<file path="src/rtl/aes_dec_round_sequencer.sv">
`default_nettype none
// ---------------------------------------------------------------------------
// aes_dec_round_sequencer : iterative AES-128 decrypt controller for an external
// combinational inverse-round datapath. Optional abort input: AES_DEC_ABORT_EN.
// Revision: 1.0
// ---------------------------------------------------------------------------
module aes_dec_round_sequencer #(
  parameter int N_ROUNDS = 10,
  parameter int ITER_W   = 8
) (
  input  logic              clk,
  input  logic              reset,
`ifdef AES_DEC_ABORT_EN
  input  logic              abort,
`endif
  input  logic              in_valid,
  output logic              in_ready,
  input  logic [127:0]      in_state,
  input  logic [127:0]      in_key,
  output logic              out_valid,
  input  logic              out_ready,
  output logic [127:0]      out_state,
  output logic              busy,
  output logic [3:0]        round_idx,
  output logic [1:0]        dp_sel,
  output logic [127:0]      dp_state_in,
  output logic [127:0]      dp_key_in,
  output logic [ITER_W-1:0] dp_iterate,
  input  logic [127:0]      dp_state_out,
  input  logic [127:0]      dp_key_out
);

  typedef enum logic [2:0] {
    S_IDLE  = 3'd0,
    S_INIT  = 3'd1,
    S_ROUND = 3'd2,
    S_FINAL = 3'd3,
    S_DONE  = 3'd4
  } fsm_t;

  fsm_t         fsm_q, fsm_d;
  logic [127:0] state_r, key_r;
  logic [3:0]   round_q;
  logic         abort_hit;

`ifdef AES_DEC_ABORT_EN
  assign abort_hit = abort && (fsm_q != S_IDLE);
`else
  assign abort_hit = 1'b0;
`endif

  assign out_state   = state_r;
  assign dp_state_in = state_r;
  assign dp_key_in   = key_r;
  assign round_idx   = round_q;

  always_comb begin
    fsm_d      = fsm_q;
    dp_sel     = 2'b11;
    dp_iterate = '0;
    in_ready   = 1'b0;
    out_valid  = 1'b0;
    busy       = 1'b1;
    case (fsm_q)
      S_IDLE: begin
        in_ready = 1'b1;
        busy     = 1'b0;
        if (in_valid) fsm_d = S_INIT;
      end
      S_INIT: fsm_d = S_ROUND;
      S_ROUND: begin
        dp_sel     = 2'b00;
        // round-constant index counts down from N_ROUNDS to 2 across the middle rounds
        dp_iterate = ITER_W'(N_ROUNDS + 1) - ITER_W'(round_q);
        if (round_q == 4'(N_ROUNDS - 1)) fsm_d = S_FINAL;
      end
      S_FINAL: begin
        dp_sel     = 2'b01;
        dp_iterate = ITER_W'(1);
        fsm_d      = S_DONE;
      end
      S_DONE: begin
        out_valid = 1'b1;
        if (out_ready) fsm_d = S_IDLE;
      end
      default: fsm_d = S_IDLE;
    endcase
  end

  always_ff @(posedge clk) begin
    if (reset) begin
      fsm_q   <= S_IDLE;
      state_r <= '0;
      key_r   <= '0;
      round_q <= '0;
    end else if (abort_hit) begin
      fsm_q   <= S_IDLE;
      state_r <= '0;
      key_r   <= '0;
      round_q <= '0;
    end else begin
      fsm_q <= fsm_d;
      case (fsm_q)
        S_IDLE: begin
          if (in_valid) begin
            state_r <= in_state;
            key_r   <= in_key;
          end
        end
        S_INIT: begin
          state_r <= dp_state_out;
          round_q <= 4'd1;
        end
        S_ROUND: begin
          state_r <= dp_state_out;
          key_r   <= dp_key_out;
          round_q <= round_q + 4'd1;
        end
        S_FINAL: begin
          state_r <= dp_state_out;
          key_r   <= dp_key_out;
          round_q <= 4'(N_ROUNDS);
        end
        S_DONE: begin
          if (out_ready) round_q <= '0;
        end
        default: ;
      endcase
    end
  end

endmodule
`default_nettype wire
</file>
<file path="config.mk">
export PLATFORM = sky130hd
export DESIGN_NAME = aes_dec_round_sequencer
export DESIGN_NICKNAME = d
export VERILOG_FILES = /design/src/rtl/aes_dec_round_sequencer.sv
export SDC_FILE = /design/constraint.sdc
export NUM_CORES = 1
export LEC_CHECK = 0
export BUFFER_PORTS_ARGS = -buffer_cell sky130_fd_sc_hd__buf_2
export CAP_MARGIN = 20
export CORE_AREA = 2 2 352 354
export CTS_BUF_LIST = sky130_fd_sc_hd__clkbuf_8
export DETAILED_ROUTE_END_ITERATION = 16
export DIE_AREA = 0 0 354 356
export GPL_TIMING_DRIVEN = 0
export PLACE_DENSITY_LB_ADDON = 0.3
export REMOVE_ABC_BUFFERS = 1
export SLEW_MARGIN = 40
export SYNTH_ARGS = -nofsm -noshare
export SYNTH_HDL_FRONTEND = slang
export SYNTH_SLANG_ARGS = --single-unit
</file>
<file path="constraint.sdc">
create_clock -name clk -period 3.42 [get_ports clk]
set_input_delay 0.342 -clock clk [delete_from_list [all_inputs] [get_ports clk]]
set_output_delay 0.342 -clock clk [all_outputs]
set_load 0.02 [all_outputs]
</file>
Yosys cells after proc, flatten, opt, wreduce, memory -nomap -nowiden

Cells that the tools add are included.

$add $sub $neg: 2
$mul: 0
Divide/modulo/power cells: 0
$lt $le $gt $ge: 0
Eq/ne operators: 8
Shift operators: 0
Muxes and demuxes: 15
Bitwise operators: 0
Reductions and logical operators: 10

Operators by type and width:

| cell                                            | count |
|---|---|
| case mux 128 bit (2 select lines)               | 2 |
| two-way mux 128 bit                             | 2 |
| case mux 4 bit (4 select lines)                 | 1 |
| case mux 8 bit (2 select lines)                 | 1 |
| case mux 3 bit (5 select lines)                 | 1 |
| two-way mux 3 bit                               | 3 |
| == test 3 x 2 -> 1 bit, second input constant   | 2 |
| inequality test 2 bit, second input constant    | 3 |
| AND reduction 2 bit                             | 3 |
| subtractor 4 x 4 -> 5 bit, first input constant | 1 |
| adder 4 x 1 -> 4 bit, second input constant     | 1 |
| == test 4 bit, second input constant            | 1 |
| two-way mux 4 bit                               | 1 |
| case mux 2 bit (2 select lines)                 | 1 |
| nonzero test 2 bit                              | 2 |
| nonzero test 4 bit                              | 1 |
| == test 3 x 1 -> 1 bit, second input constant   | 1 |
| == test 3 bit, second input constant            | 1 |
| logical NOT 3 bit                               | 1 |
| two-way mux 1 bit                               | 3 |
| AND reduction 3 bit                             | 1 |
| OR reduction 3 bit                              | 1 |
| OR reduction 2 bit                              | 1 |

Bits in registers: 263
Latch bits: 0
Bits in writable memories: 0
ROM bits: 0
Input port bits: 516
Output and inout bits: 401
Word-level logic and storage cells: 39
Memories kept: 0

Longest topological paths before layout

Depth after elaboration: 4
Gate-level depth with buffers: 8

Least setup slack after synthesis

OpenSTA, ideal clock, no wires.

Kind: reg-to-output
Start: register fsm_q[1]
End: output dp_iterate[5]
Arrival: 1473 ps
Required time: 3078 ps
Setup slack: 1605 ps
Stages on the path, launching flop included: 8
Path buffers: 5
Cells stage by stage: dfxtp_1 > buf_6 > nor2b_4 > buf_6 > buf_6 > buf_2 > and3_1 > buf_4

Word-level cells in the longest chain between the ends: 2
Elaborated cells on any way between the ends: 3
Those cells by class: eq/ne: 2; mux: 1

RTL lines:

| item                              | RTL line | text |
|---|---|---|
| start, declared                   | 41       | `fsm_t fsm_q, fsm_d;` |
| start signal, assigned            | 102      | `fsm_q <= fsm_d;` |
| == test 3 x 2 -> 1 bit            | 64       | `case (fsm_q)` |
| case mux 8 bit (2 select lines) * | 64       |  |
| end, declared                     | 28       | `output logic [ITER_W-1:0] dp_iterate,` |

Every way passes the cells marked *; elsewhere a longest branch is shown, timed or not.

Worst setup path after layout

Start: register fsm_q[0]
End: register key_r[83] (netlist: dp_key_in[83])

Word-level cells in the longest chain between the ends: 4
Elaborated cells on any way between the ends: 8
Those cells by class: eq/ne: 3; mux: 1; reduce/logical: 4

RTL lines:

| item                                 | RTL line | text |
|---|---|---|
| == test 3 x 2 -> 1 bit               | 103      | `case (fsm_q)` |
| OR reduction 2 bit (no source line)  | --       |  |
| nonzero test 2 bit (no source line)  | --       |  |
| AND reduction 2 bit (no source line) | --       |  |
| end signal, assigned                 | 107      | `key_r <= in_key;` |
| end signal, assigned                 | 116      | `key_r <= dp_key_out;` |
| end signal, assigned                 | 121      | `key_r <= dp_key_out;` |
| end, declared                        | 42       | `logic [127:0] state_r, key_r;` |

Several ways; a longest one is shown, not always the timed one.
A chain may end at the register's enable or synchronous reset.

==> flow_metrics.env <==
export IMPL_slew_limit_headroom_pct=59.3
export IMPL_cp_slowest_stage_delay_ps=590
export IMPL_area_delta_synth_final_pct=95.4
export IMPL_numClockSinks=263
export IMPL_final_max_slew_violation_count=0
export IMPL_design_final_nets=3395
export IMPL_postRouteAntennaNets=0
export IMPL_timing_reg2reg_setup_slack_ps=160
export IMPL_detailed_routing_iterations_pass_1=5
export IMPL_critPathCaptureType="flip-flop"
export IMPL_initial_utilization_pct=10.2
export IMPL_post_route_cells_drive_above_1_share_pct=35.9
export IMPL_detail_route_drc_violations=0
export IMPL_finalSetupViolCount=0
export IMPL_final_period_utilization_pct=95.3
export IMPL_power_spent_charging_and_discharging_nets_mw=4.37
export IMPL_grt_antenna_before_repair=7
export IMPL_power_switching_share_pct=38.1
export IMPL_maximum_capacitance_violations=0
export IMPL_hpwlAfterDp_microns=50700
export IMPL_avgViaCountPerCell=3.56
export IMPL_num_io_pins=917
export IMPL_die_width_microns=354
export IMPL_clk_latency_ps=690
export IMPL_fin_hold_ws_ps=177
export IMPL_share_of_synthesized_cell_area_in_and_or_nand_and_nor_gates_pct=24.3
export IMPL_share_comb_of_total_power_pct=37.6
export IMPL_globalplace_congestion=0.802
export IMPL_run_status="finished clean"
export IMPL_final_min_clock_period_ps=3260
export IMPL_rows=129
export IMPL_leakage_nw=11.7
export IMPL_worst_slew_pin_slew_ps=610
export IMPL_critPathArrivalTime_ps=3860
export IMPL_max_clock_path_buffers=3
export IMPL_detail_route_wl_per_cell_microns=15.2
export IMPL_worst_setup_path_type="reg -> reg"
export IMPL_htreeDepth=2
export IMPL_post_synthesis_share_of_cell_area_spent_on_full_adders_half_adders_and_majority_gates_pct=0.399
export IMPL_path_buf_inv=9
export IMPL_die_area_sq_um=126000
export IMPL_die_h_microns=356
export IMPL_fmax_ghz=0.307
export IMPL_final_critical_path_setup_slack_ps=161
export IMPL_synth_area_mux_share_pct=0.0798
export IMPL_cpMaxStageDelayCell="dlygate4sd3_1"
export IMPL_cts_clk_slew_worst_paths_ps=60
export IMPL_clock_tree_root_cell="clkbuf_8"
export IMPL_globalRouteOverflowTotal=0
export IMPL_crit_top_cell="buf_8"
export IMPL_tritoncts_num_buffers=54
export IMPL_internal_power_mw=7.10
export IMPL_final_number_of_hold_violating_endpoints=0
export IMPL_syn_avg_cell_area_sq_um=7.74
export IMPL_route_vias_total=16215
export IMPL_maximum_ir_drop_on_the_vdd_rail_v=0.000219
export IMPL_timing_critical_path_fanout_max=33
export IMPL_power_density_nw_per_um2=468
export IMPL_design_core_area_sq_um=123000
export IMPL_route_final_wire_length_microns=69100
export IMPL_grt_max_degree=84
export IMPL_yosys_register_bits=263
export IMPL_grt_total_usage_pct=10.3
export IMPL_drc_violation_total_after_the_first_tritonroute_iteration=900
export IMPL_global_route_wire_length_before_repair_microns=99000
export IMPL_synth_compound_area_share_pct=18.7
export IMPL_timing_critical_path_required_ps=4020
export IMPL_port_buffer_count=916
export IMPL_clock_skew_ps=40.0
export IMPL_launching_element_type_of_the_critical_path="flip-flop"
export IMPL_sequential_cell_fraction_of_total_power_pct=33.6
export IMPL_synth_yosys_warnings=0
export IMPL_synthesized_netlist_cell_count=1620
export IMPL_synth_top_family_by_area="simple AND/OR/NAND/NOR gates"
export IMPL_clock_power_share_pct=28.9
export IMPL_layout_filler_cells=13843
export IMPL_synth_distinct_cells=33
export IMPL_mappedNetlistArea_sq_um=12500
export IMPL_synthXorXnorAreaFrac_pct=0.0699
export IMPL_cts_tree="done"
export IMPL_place_worst_setup_slack_ps=-218
export IMPL_crit_chain="nand2b_4 -> a21oi_4 -> buf_12 -> buf_16 -> buf_8 -> buf_8 -> buf_8 -> buf_8 -> buf_12 -> buf_12 -> nor2_1 -> a311oi_2 -> dlygate4sd3_1"
export IMPL_grt_pass1_vias=16379
export IMPL_synth_seq_area_share_pct=42.0
export IMPL_min_path_type="in -> reg"
export IMPL_path_delay_family="buffers and inverters"
## sequential cells by signal (all words and copies together) (netlist names)
register / flops
fsm_q: 3
dp_key_in: 128
dp_state_in: 128
round_idx: 4
## worst min-delay path, delay by kind of cell
family / cells / cell delay, ps
AOI/OAI and AO/OA: 1 / 130
muxes: 1 / 120
and+or+nand+nor: 2 / 100
buffers and inverters: 1 / 130
## logic make-up after synthesis
| family | count (synthesis) |
|---|---|
| compound gates | 270 |
| fa+ha+maj | 4 |
| buf+inv | 285 |
| mux | 1 |
| flops | 263 |
| xor+xnor | 1 |
| simple gates | 796 |
## cell type report
class                   count  area, sq um  area share [%]
repair buffers           1475        10600            43.2
multi-input cells        1072         5490            22.4
flip-flops and latches    263         5270            21.5
well taps                1637         2050            8.36
clock buffers              67          922            3.76
clock inverters            25          113           0.460
inverters                   9         46.3           0.189
diodes                      7         17.5          0.0715
## layout by cell type (no fill, tap or decap), types with 3 or more instances in the layout
cell / n
a21oi_1: 6
a311oi_1: 253
a311oi_2: 3
buf_12: 11
buf_16: 11
buf_2: 915
buf_8: 22
clkbuf_8: 67
clkinv_2: 3
dfxtp_1: 261
diode_2: 7
dlygate4sd3_1: 515
ha_1: 4
inv_1: 27
nand2_1: 514
nor2_1: 265
nor3_1: 5
## power by group through the flow
| stage | clock, mW | sequential [mW] | combinational (mW) |
|---|---|---|---|
| 3_5_place_dp | 0 | 3.92 | 3.61 |
| 2_1_floorplan | 0 | 4.60 | 1.21 |
| 3_3_place_gp | 0 | 3.92 | 3.66 |
| 5_1_grt | 3.63 | 3.90 | 4.68 |
| 4_1_cts | 3.52 | 3.85 | 4.31 |
| 6_report | 3.32 | 3.85 | 4.31 |
## metal layers
metal / GRT usage [%] / share of wire [%] / vias up
met5: 0 / 0 / -
met3: 3.78 / 8.7 / 116
met2: 17.1 / 47 / 591
li1: - / - / 7972
met4: 4.44 / 3.5 / 0
met1: 11.9 / 41 / 7536
## through the flow
step	utilization [%]	setup TNS, ps	cell area, sq um	total power, mW	std cells
after floorplan	-	-783020	10800	5.81	1344
after global placement	14.2	-1661310	17400	7.58	3897
after detailed placement	14.9	-2310	18300	7.52	3941
after CTS	19.9	0	24500	11.7	4549
after global routing	20.0	-6.45	24500	12.2	4555
final	20.0	0	24500	11.5	4555
## repair_timing
| action | CTS | global route |
|---|---|---|
| hold endpoints to repair | 260 | 0 |
| buffers inserted | 1 | 0 |
| setup endpoints to repair | 29 | 50 |
| resized for setup | 3 | 8 |
| cloned | 0 | 0 |
| pin swaps | 1 | 2 |
| hold buffers | 515 | 0 |
## Yosys cell counts, drive strengths merged
library cell / number / area (sq um)
and2: 3 / 18.8
nor2b: 1 / 13.8
dfxtp: 263 / 5270
nand2b: 1 / 13.8
nand2: 514 / 1930
inv: 8 / 30.0
nand3: 1 / 5.00
buf: 235 / 1630
o21ai: 2 / 10.0
or3: 1 / 6.26
o21ba: 1 / 10.0
nor4: 1 / 6.26
nor2: 266 / 1010
clkbuf: 41 / 154
ha: 4 / 50.1
or2: 1 / 6.26
a21oi: 8 / 47.6
and3: 2 / 12.5
xnor2: 1 / 8.76
mux2i: 1 / 10.0
a31oi: 1 / 6.26
a311oi: 256 / 2250
clkinv: 1 / 5.00
a2111oi: 1 / 10.0
a22oi: 1 / 7.51
nor3: 5 / 25.0
## worst paths after layout
path | startpoint | to | depth (start not counted)
worst min-delay path | in_valid | fsm_q[0]$_SDFFE_PP0P_ | 5
worst min register to register | dp_key_in[35]$_SDFFE_PP0P_ | dp_key_in[35]$_SDFFE_PP0P_ | 2
worst max register to register | fsm_q[0]$_SDFFE_PP0P_ | dp_key_in[83]$_SDFFE_PP0P_ | 13
worst max-delay path | fsm_q[0]$_SDFFE_PP0P_ | dp_key_in[83]$_SDFFE_PP0P_ | 13
Power figures use the tool's default switching activity.
